===== src/rtl/trace_buffer.sv =====
// ---------------------------------------------------------------------------
// trace_buffer
//   Trace sink for the SoC trace port. Filters 64-bit trace words
//   {payload[31:0], timestamp[27:0], source_id[3:0]} by source ID and stores
//   them in a DEPTH-entry FIFO. Full behaviour is stop-when-full (drop new) or
//   circular (overwrite oldest). An optional trigger freezes capture POSTCNT
//   entries after a chosen source event so a debug host can drain the buffer.
//
// Ports
//   CLKF, MASRSTN        clock, async active-low reset
//   TP11, TPE11          trace word and its valid strobe
//   SRCMASK              per-source-ID accept mask
//   WRAP                 0 stop-when-full, 1 overwrite-oldest
//   ARM, CLR             start capture / synchronous clear
//   TRIGEN, TRIGSRC      trigger enable and trigger source ID
//   POSTCNT              entries stored after the trigger entry before freeze
//   RDREQ                pop one entry
//   RDATA, RVALID        registered pop data and its one-cycle valid
//   COUNT, EMPTY, FULL   occupancy
//   DROPCNT              saturating count of lost entries
//   STATE, TRIGGERED     capture state and sticky trigger flag
// ---------------------------------------------------------------------------
module trace_buffer #(
    parameter int DEPTH = 16,
    parameter int AW    = 4
) (
    input  logic          CLKF,
    input  logic          MASRSTN,
    input  logic [63:0]   TP11,
    input  logic          TPE11,
    input  logic [15:0]   SRCMASK,
    input  logic          WRAP,
    input  logic          ARM,
    input  logic          CLR,
    input  logic          TRIGEN,
    input  logic [3:0]    TRIGSRC,
    input  logic [AW:0]   POSTCNT,
    input  logic          RDREQ,
    output logic [63:0]   RDATA,
    output logic          RVALID,
    output logic [AW:0]   COUNT,
    output logic          EMPTY,
    output logic          FULL,
    output logic [7:0]    DROPCNT,
    output logic [1:0]    STATE,
    output logic          TRIGGERED
);

    localparam logic [1:0]    S_IDLE     = 2'b00;
    localparam logic [1:0]    S_CAPTURE  = 2'b01;
    localparam logic [1:0]    S_POSTTRIG = 2'b10;
    localparam logic [1:0]    S_FROZEN   = 2'b11;

    localparam logic [AW-1:0] PTR_ONE    = AW'(1);
    localparam logic [AW:0]   CNT_ONE    = (AW+1)'(1);
    localparam logic [AW:0]   CNT_FULL   = (AW+1)'(DEPTH);

    logic [63:0]   r_mem [DEPTH];
    logic [AW-1:0] r_wr_ptr, r_rd_ptr;
    logic [AW:0]   r_count, r_post;
    logic [7:0]    r_drop;
    logic [1:0]    r_state;
    logic          r_trig;
    logic [63:0]   r_rdata;
    logic          r_rvalid;

    logic w_full, w_empty, w_capturing, w_accept, w_rd;
    logic w_wr_norm, w_wr_ovw, w_drop, w_is_trig;

    assign w_full      = (r_count == CNT_FULL);
    assign w_empty     = (r_count == '0);
    assign w_capturing = (r_state == S_CAPTURE) || (r_state == S_POSTTRIG);
    assign w_accept    = TPE11 && SRCMASK[TP11[3:0]] && w_capturing;
    assign w_rd        = RDREQ && !w_empty;
    // A pop in the same cycle frees the slot, so a write while full still
    // stores normally when a read accompanies it.
    assign w_wr_norm   = w_accept && (!w_full || w_rd);
    assign w_wr_ovw    = w_accept && w_full && !w_rd && WRAP;
    // Both discarded and overwritten words count as lost.
    assign w_drop      = w_accept && w_full && !w_rd;
    assign w_is_trig   = w_accept && TRIGEN && (TP11[3:0] == TRIGSRC)
                         && (r_state == S_CAPTURE);

    // Storage is not reset; only pointers and counts are.
    always_ff @(posedge CLKF) begin
        if (!CLR && (w_wr_norm || w_wr_ovw))
            r_mem[r_wr_ptr] <= TP11;
    end

    always_ff @(posedge CLKF or negedge MASRSTN) begin
        if (!MASRSTN) begin
            r_wr_ptr <= '0;
            r_rd_ptr <= '0;
            r_count  <= '0;
            r_drop   <= '0;
            r_rdata  <= '0;
            r_rvalid <= 1'b0;
        end else if (CLR) begin
            r_wr_ptr <= '0;
            r_rd_ptr <= '0;
            r_count  <= '0;
            r_drop   <= '0;
            r_rvalid <= 1'b0;
        end else begin
            r_rvalid <= w_rd;
            if (w_rd)
                r_rdata <= r_mem[r_rd_ptr];
            if (w_wr_norm || w_wr_ovw)
                r_wr_ptr <= r_wr_ptr + PTR_ONE;
            // Overwrite pushes the oldest entry out, so rd_ptr follows.
            if (w_rd || w_wr_ovw)
                r_rd_ptr <= r_rd_ptr + PTR_ONE;
            if (w_wr_norm && !w_rd)
                r_count <= r_count + CNT_ONE;
            else if (w_rd && !w_wr_norm)
                r_count <= r_count - CNT_ONE;
            if (w_drop && (r_drop != 8'hFF))
                r_drop <= r_drop + 8'd1;
        end
    end

    always_ff @(posedge CLKF or negedge MASRSTN) begin
        if (!MASRSTN) begin
            r_state <= S_IDLE;
            r_trig  <= 1'b0;
            r_post  <= '0;
        end else if (CLR) begin
            r_state <= S_IDLE;
            r_trig  <= 1'b0;
            r_post  <= '0;
        end else begin
            case (r_state)
                S_IDLE, S_FROZEN: begin
                    if (ARM) begin
                        r_state <= S_CAPTURE;
                        r_trig  <= 1'b0;
                    end
                end
                S_CAPTURE: begin
                    if (w_is_trig) begin
                        r_trig <= 1'b1;
                        if (POSTCNT == '0) begin
                            r_state <= S_FROZEN;
                        end else begin
                            r_post  <= POSTCNT;
                            r_state <= S_POSTTRIG;
                        end
                    end
                end
                default: begin
                    // Counts every accepted word, stored or dropped.
                    if (w_accept) begin
                        r_post <= r_post - CNT_ONE;
                        if (r_post == CNT_ONE)
                            r_state <= S_FROZEN;
                    end
                end
            endcase
        end
    end

    assign RDATA     = r_rdata;
    assign RVALID    = r_rvalid;
    assign COUNT     = r_count;
    assign EMPTY     = w_empty;
    assign FULL      = w_full;
    assign DROPCNT   = r_drop;
    assign STATE     = r_state;
    assign TRIGGERED = r_trig;

endmodule


===== config.mk =====
export PLATFORM = sky130hd
export DESIGN_NAME = trace_buffer
export DESIGN_NICKNAME = d
export VERILOG_FILES = /design/src/rtl/trace_buffer.sv
export SDC_FILE = /design/constraint.sdc
export NUM_CORES = 1
export LEC_CHECK = 0
export CAP_MARGIN = 10
export CORE_ASPECT_RATIO = 0.75
export CORE_MARGIN = 5
export CORE_UTILIZATION = 37
export DETAILED_ROUTE_END_ITERATION = 8
export PLACE_DENSITY = 0.62
export REMOVE_ABC_BUFFERS = 1
export SETUP_SLACK_MARGIN = 0.02
export SYNTH_ARGS = -nofsm -noshare
export SYNTH_HDL_FRONTEND = slang
export SYNTH_SLANG_ARGS = --single-unit

===== constraint.sdc =====
create_clock -name CLKF -period 8.8 [get_ports CLKF]
set_input_delay 2.2 -clock CLKF [delete_from_list [all_inputs] [get_ports CLKF]]
set_output_delay 2.2 -clock CLKF [all_outputs]
set_load 0.05 [all_outputs]

==> impl_summary.md <==
Worst setup path
Data on the critical path is required at its endpoint by 9.07 ns. For this run, the slowest stage of the critical path takes 1.08 ns. The sum of buffers and inverters on the critical path is 3. The worst setup path is launched from a primary input.

By instance count, the cell type seen most on the critical path is buf_4. The endpoint class of the critical path is a flop. Grouping stages by cell kind, the critical path spends the most delay in buffers and inverters. Traced cell by cell, the critical path runs through clkdlybuf4s50_1, mux2i_1, a311o_1, nor3_1, o21ai_2, buf_4, nor3_2, buf_4. Data on the critical path arrives at its endpoint at 5.91 ns. The slowest stage of the critical path belongs to the cell clkdlybuf4s50_1. The category of the critical setup timing path is in -> reg.

In this run the worst path has a maximum fanout of 64.

Timing
The number of hold-slack violations in the final timing report came to 0. The max-slew violation count is 0. For this run, the top clock speed supported by timing is 177 MHz. The setup violation total in the final timing report is 0.

Setup slack closes at 3.16 ns. Headroom to the max-slew limit came out at 21.2%. Summed over all failing endpoints, the final setup total negative slack is 0 ns. Setup repair after global routing left no endpoint under its margin. Clock skew on the completed layout was measured at 0.0258 ns.

For the pin with the worst max-slew slack, the measured transition is 1.18 ns. Final hold analysis gives a worst-case slack of 0.477 ns. Of the available clock period, the critical path in the final layout requires 64.1%. Subtracting the final worst setup slack from the clock period gives 5.64 ns.

Clock network
For the worst-skew pair, the clock arrives at the later sink with an insertion delay of 0.67 ns. The H-tree generated during clock tree synthesis spans 3 levels. Buffers inserted to repair hold after CTS numbered 0. The number of setup buffers added after CTS is 0. The clock root buffer is clkbuf_16. The number of clock buffers added by TritonCTS is 104.

TritonCTS built the clock tree. After clock tree synthesis, the clock-pin slew on the worst setup and hold paths is 0.06 ns. CTS saw 1,118 sinks. The maximum clock insertion buffer count is 3. In this run, post-CTS repair resized a total of 0 instances.

Route
Detailed routing inserted a total of 21.4k vias. The number of nets with antenna violations after routing is 0. The aggregate routed wire length is 97,800 um.

The wire length per cell is 24.3 um. The vias per cell is 5.31. The count of unresolved DRC violations after routing is 0. The first-pass iteration count of the detailed router is 5. The initial DRC count is 1,780.

Die
In this run the horizontal extent of the chip is 406 um. The total core area is 116,000 um2. The initial utilization of the core area, before any placement, comes to 37.4%.

The initialized floorplan defines 108 standard-cell rows. The floorplan step set the die height to 307 um. The die covers 125,000 um2. The top-level I/O count is 180.

Logic synthesis
After synthesis, the share of flip-flops with an asynchronous set or reset is 8.41%. The share of the Yosys chip area taken by registers is 76.1%. The number of unique standard cell types used by synthesis is 61. Synthesis handed over a netlist of 2,200 instances. The Yosys step of the flow raised 0 warnings. The post-synthesis cell area is 43,500 um2. The synthesized design devotes to its leading area cell type 70.7% of total area. The post-synthesis sequential element count is 1,118. edfxtp_1 takes more of the synthesized area than any other cell. The number of enable flip-flop cells after synthesis is 1,024. The primary flip-flop cell chosen by synthesis mapping is edfxtp_1. The mean instance size in the synthesized netlist is 19.8 um2. Yosys attributes the largest share of cell area to edfxtp_1 71%, mux4_2 9.9%, dfrtp_1 5.4%, mux2i_1 3.8%, mux2_2 1.1%.

GRT
The largest net degree at the start of global routing is 130. The number of antenna violations at the first check in global routing is 4. Global routing finished with a remaining overflow of 0. Global routing used 15.6% of the available tracks.

The global-route wire length before repair is 147,000 um. The via count of the first global-routing pass came to 22.2k.

Layout
The final-stage net count is 2,512. The most common cell after layout, fill and taps aside is edfxtp_1. Once layout is complete, the cells apart from fillers number 4,030. The post-route core utilization is 43.5%. Relative to the synthesized area, the layout overhead comes to 16.4%.

The top cell types in the final layout, fill and taps aside, are 1,024 x edfxtp_1, 192 x mux4_2, 178 x clkdlybuf4s50_1. The ratio of cells with drive above 1 in the final layout is 18.6%.

Min path
The class of the tightest hold or removal check is reg -> reg.

Power
Power spread over the standard cell area amounts to 269 nW/um2. The maximum ir drop on the vdd rail is 212 uV. The leakage power of the design is 15.7 nW.

Placed design
The HPWL after detailed placement is 53,300 um. At the placement stage, the worst setup path has a slack of 2.44 ns. The congestion estimate from routability-driven global placement came to 0.738. The number of buffer cells added on primary ports is 179.

After detailed placement, the design holds a cell count of 3,834.

Outcome
The flow ran to the end, and the final reports show no timing, DRC or antenna violations.

Flow run
The tool flagged a number of max-cap violations equal to 0.
-- worst min-delay path: stages (launching register included) --
cell     delay [ns]
dfrtp_1        0.34
nand2_1        0.04
o21ai_0        0.06
-- sequential cells by signal, indices dropped and copies added (netlist names) --
name       count
COUNT          5
DROPCNT        8
RDATA         64
RVALID         1
STATE          2
TRIGGERED      1
r_mem       1024
r_post         5
r_rd_ptr       4
r_wr_ptr       4
-- per-layer routing --
layer | track usage (%) | vias to the layer above | part of all wire [%]
met4 | 2.94 | 2 | 1.7
li1 | - | 9357 | -
met2 | 24.3 | 653 | 46
met5 | 0 | - | 0.013
met3 | 3.58 | 122 | 6.6
met1 | 22.9 | 11261 | 45
-- through the flow --
step	instance area [um2]	total power, mW
2_1_floorplan	42900	9.06
3_3_place_gp	47200	9.23
3_5_place_dp	47200	9.25
4_1_cts	50600	13.8
5_1_grt	50600	14.2
6_report	50600	13.6
-- final cells by class --
cell class                      count  area (um2)
Fill cell                        9973       65600
Tap cell                         1540        1930
Timing Repair Buffer              222        2170
Antenna cell                        1        2.50
Multi-Input combinational cell    939        9900
Sequential cell                  1118       33100
Clock inverter                     50         547
Clock buffer                      145        2890
Inverter                           15        56.3
-- power breakdown --
part,internal [mW],switching (mW),total (mW)
logic,1.26,1.66,2.92
clock network,2.59,1.93,4.52
registers,6.00,0.173,6.17
-- kinds of logic (layout without fill, tap and decap cells) --
kind of cell | count (synthesis) | count (layout) | synth area share, %
XOR/XNOR | 13 | 13 | 0.262
other | 0 | 1 | 0
flip-flops | 1118 | 1118 | 76.1
buffers and inverters | 143 | 432 | 1.39
adder cells (fa/ha/maj) | 15 | 15 | 0.449
AND/OR/NAND/NOR | 262 | 262 | 3.02
AO/OA/AOI/OAI | 250 | 250 | 3.94
multiplexers | 399 | 399 | 14.8
-- synthesized netlist by cell type (all sizes together) (4+ instances only) --
master / n
nand4b: 5
nand2: 103
nor3: 17
edfxtp: 1024
mux2: 43
nor4: 7
nand2b: 13
a21oi: 15
o31ai: 31
a2111oi: 4
xnor2: 10
nor2: 23
mux4: 192
nor2b: 67
nand3: 14
a211oi: 5
or3: 4
o21ai: 76
o22ai: 66
dfrtp: 94
inv: 15
clkbuf: 69
ha: 14
buf: 59
o221ai: 37
mux2i: 164
-- final timing paths --
check	start	slack, ns	endpoint	cells after the start
setup / recovery	TP11[0]	3.16	r_mem[6][18]	8
hold / removal	RDATA[52]	0.48	RDATA[52]	2
setup reg to reg	r_rd_ptr[1]	4.60	RDATA[40]	6
hold reg to reg	RDATA[52]	0.48	RDATA[52]	2
max in group asynchronous	MASRSTN	6.32	r_rd_ptr[3]	1
min in group asynchronous	MASRSTN	1.62	DROPCNT[1]	1
(Power assumes the default switching activity.)
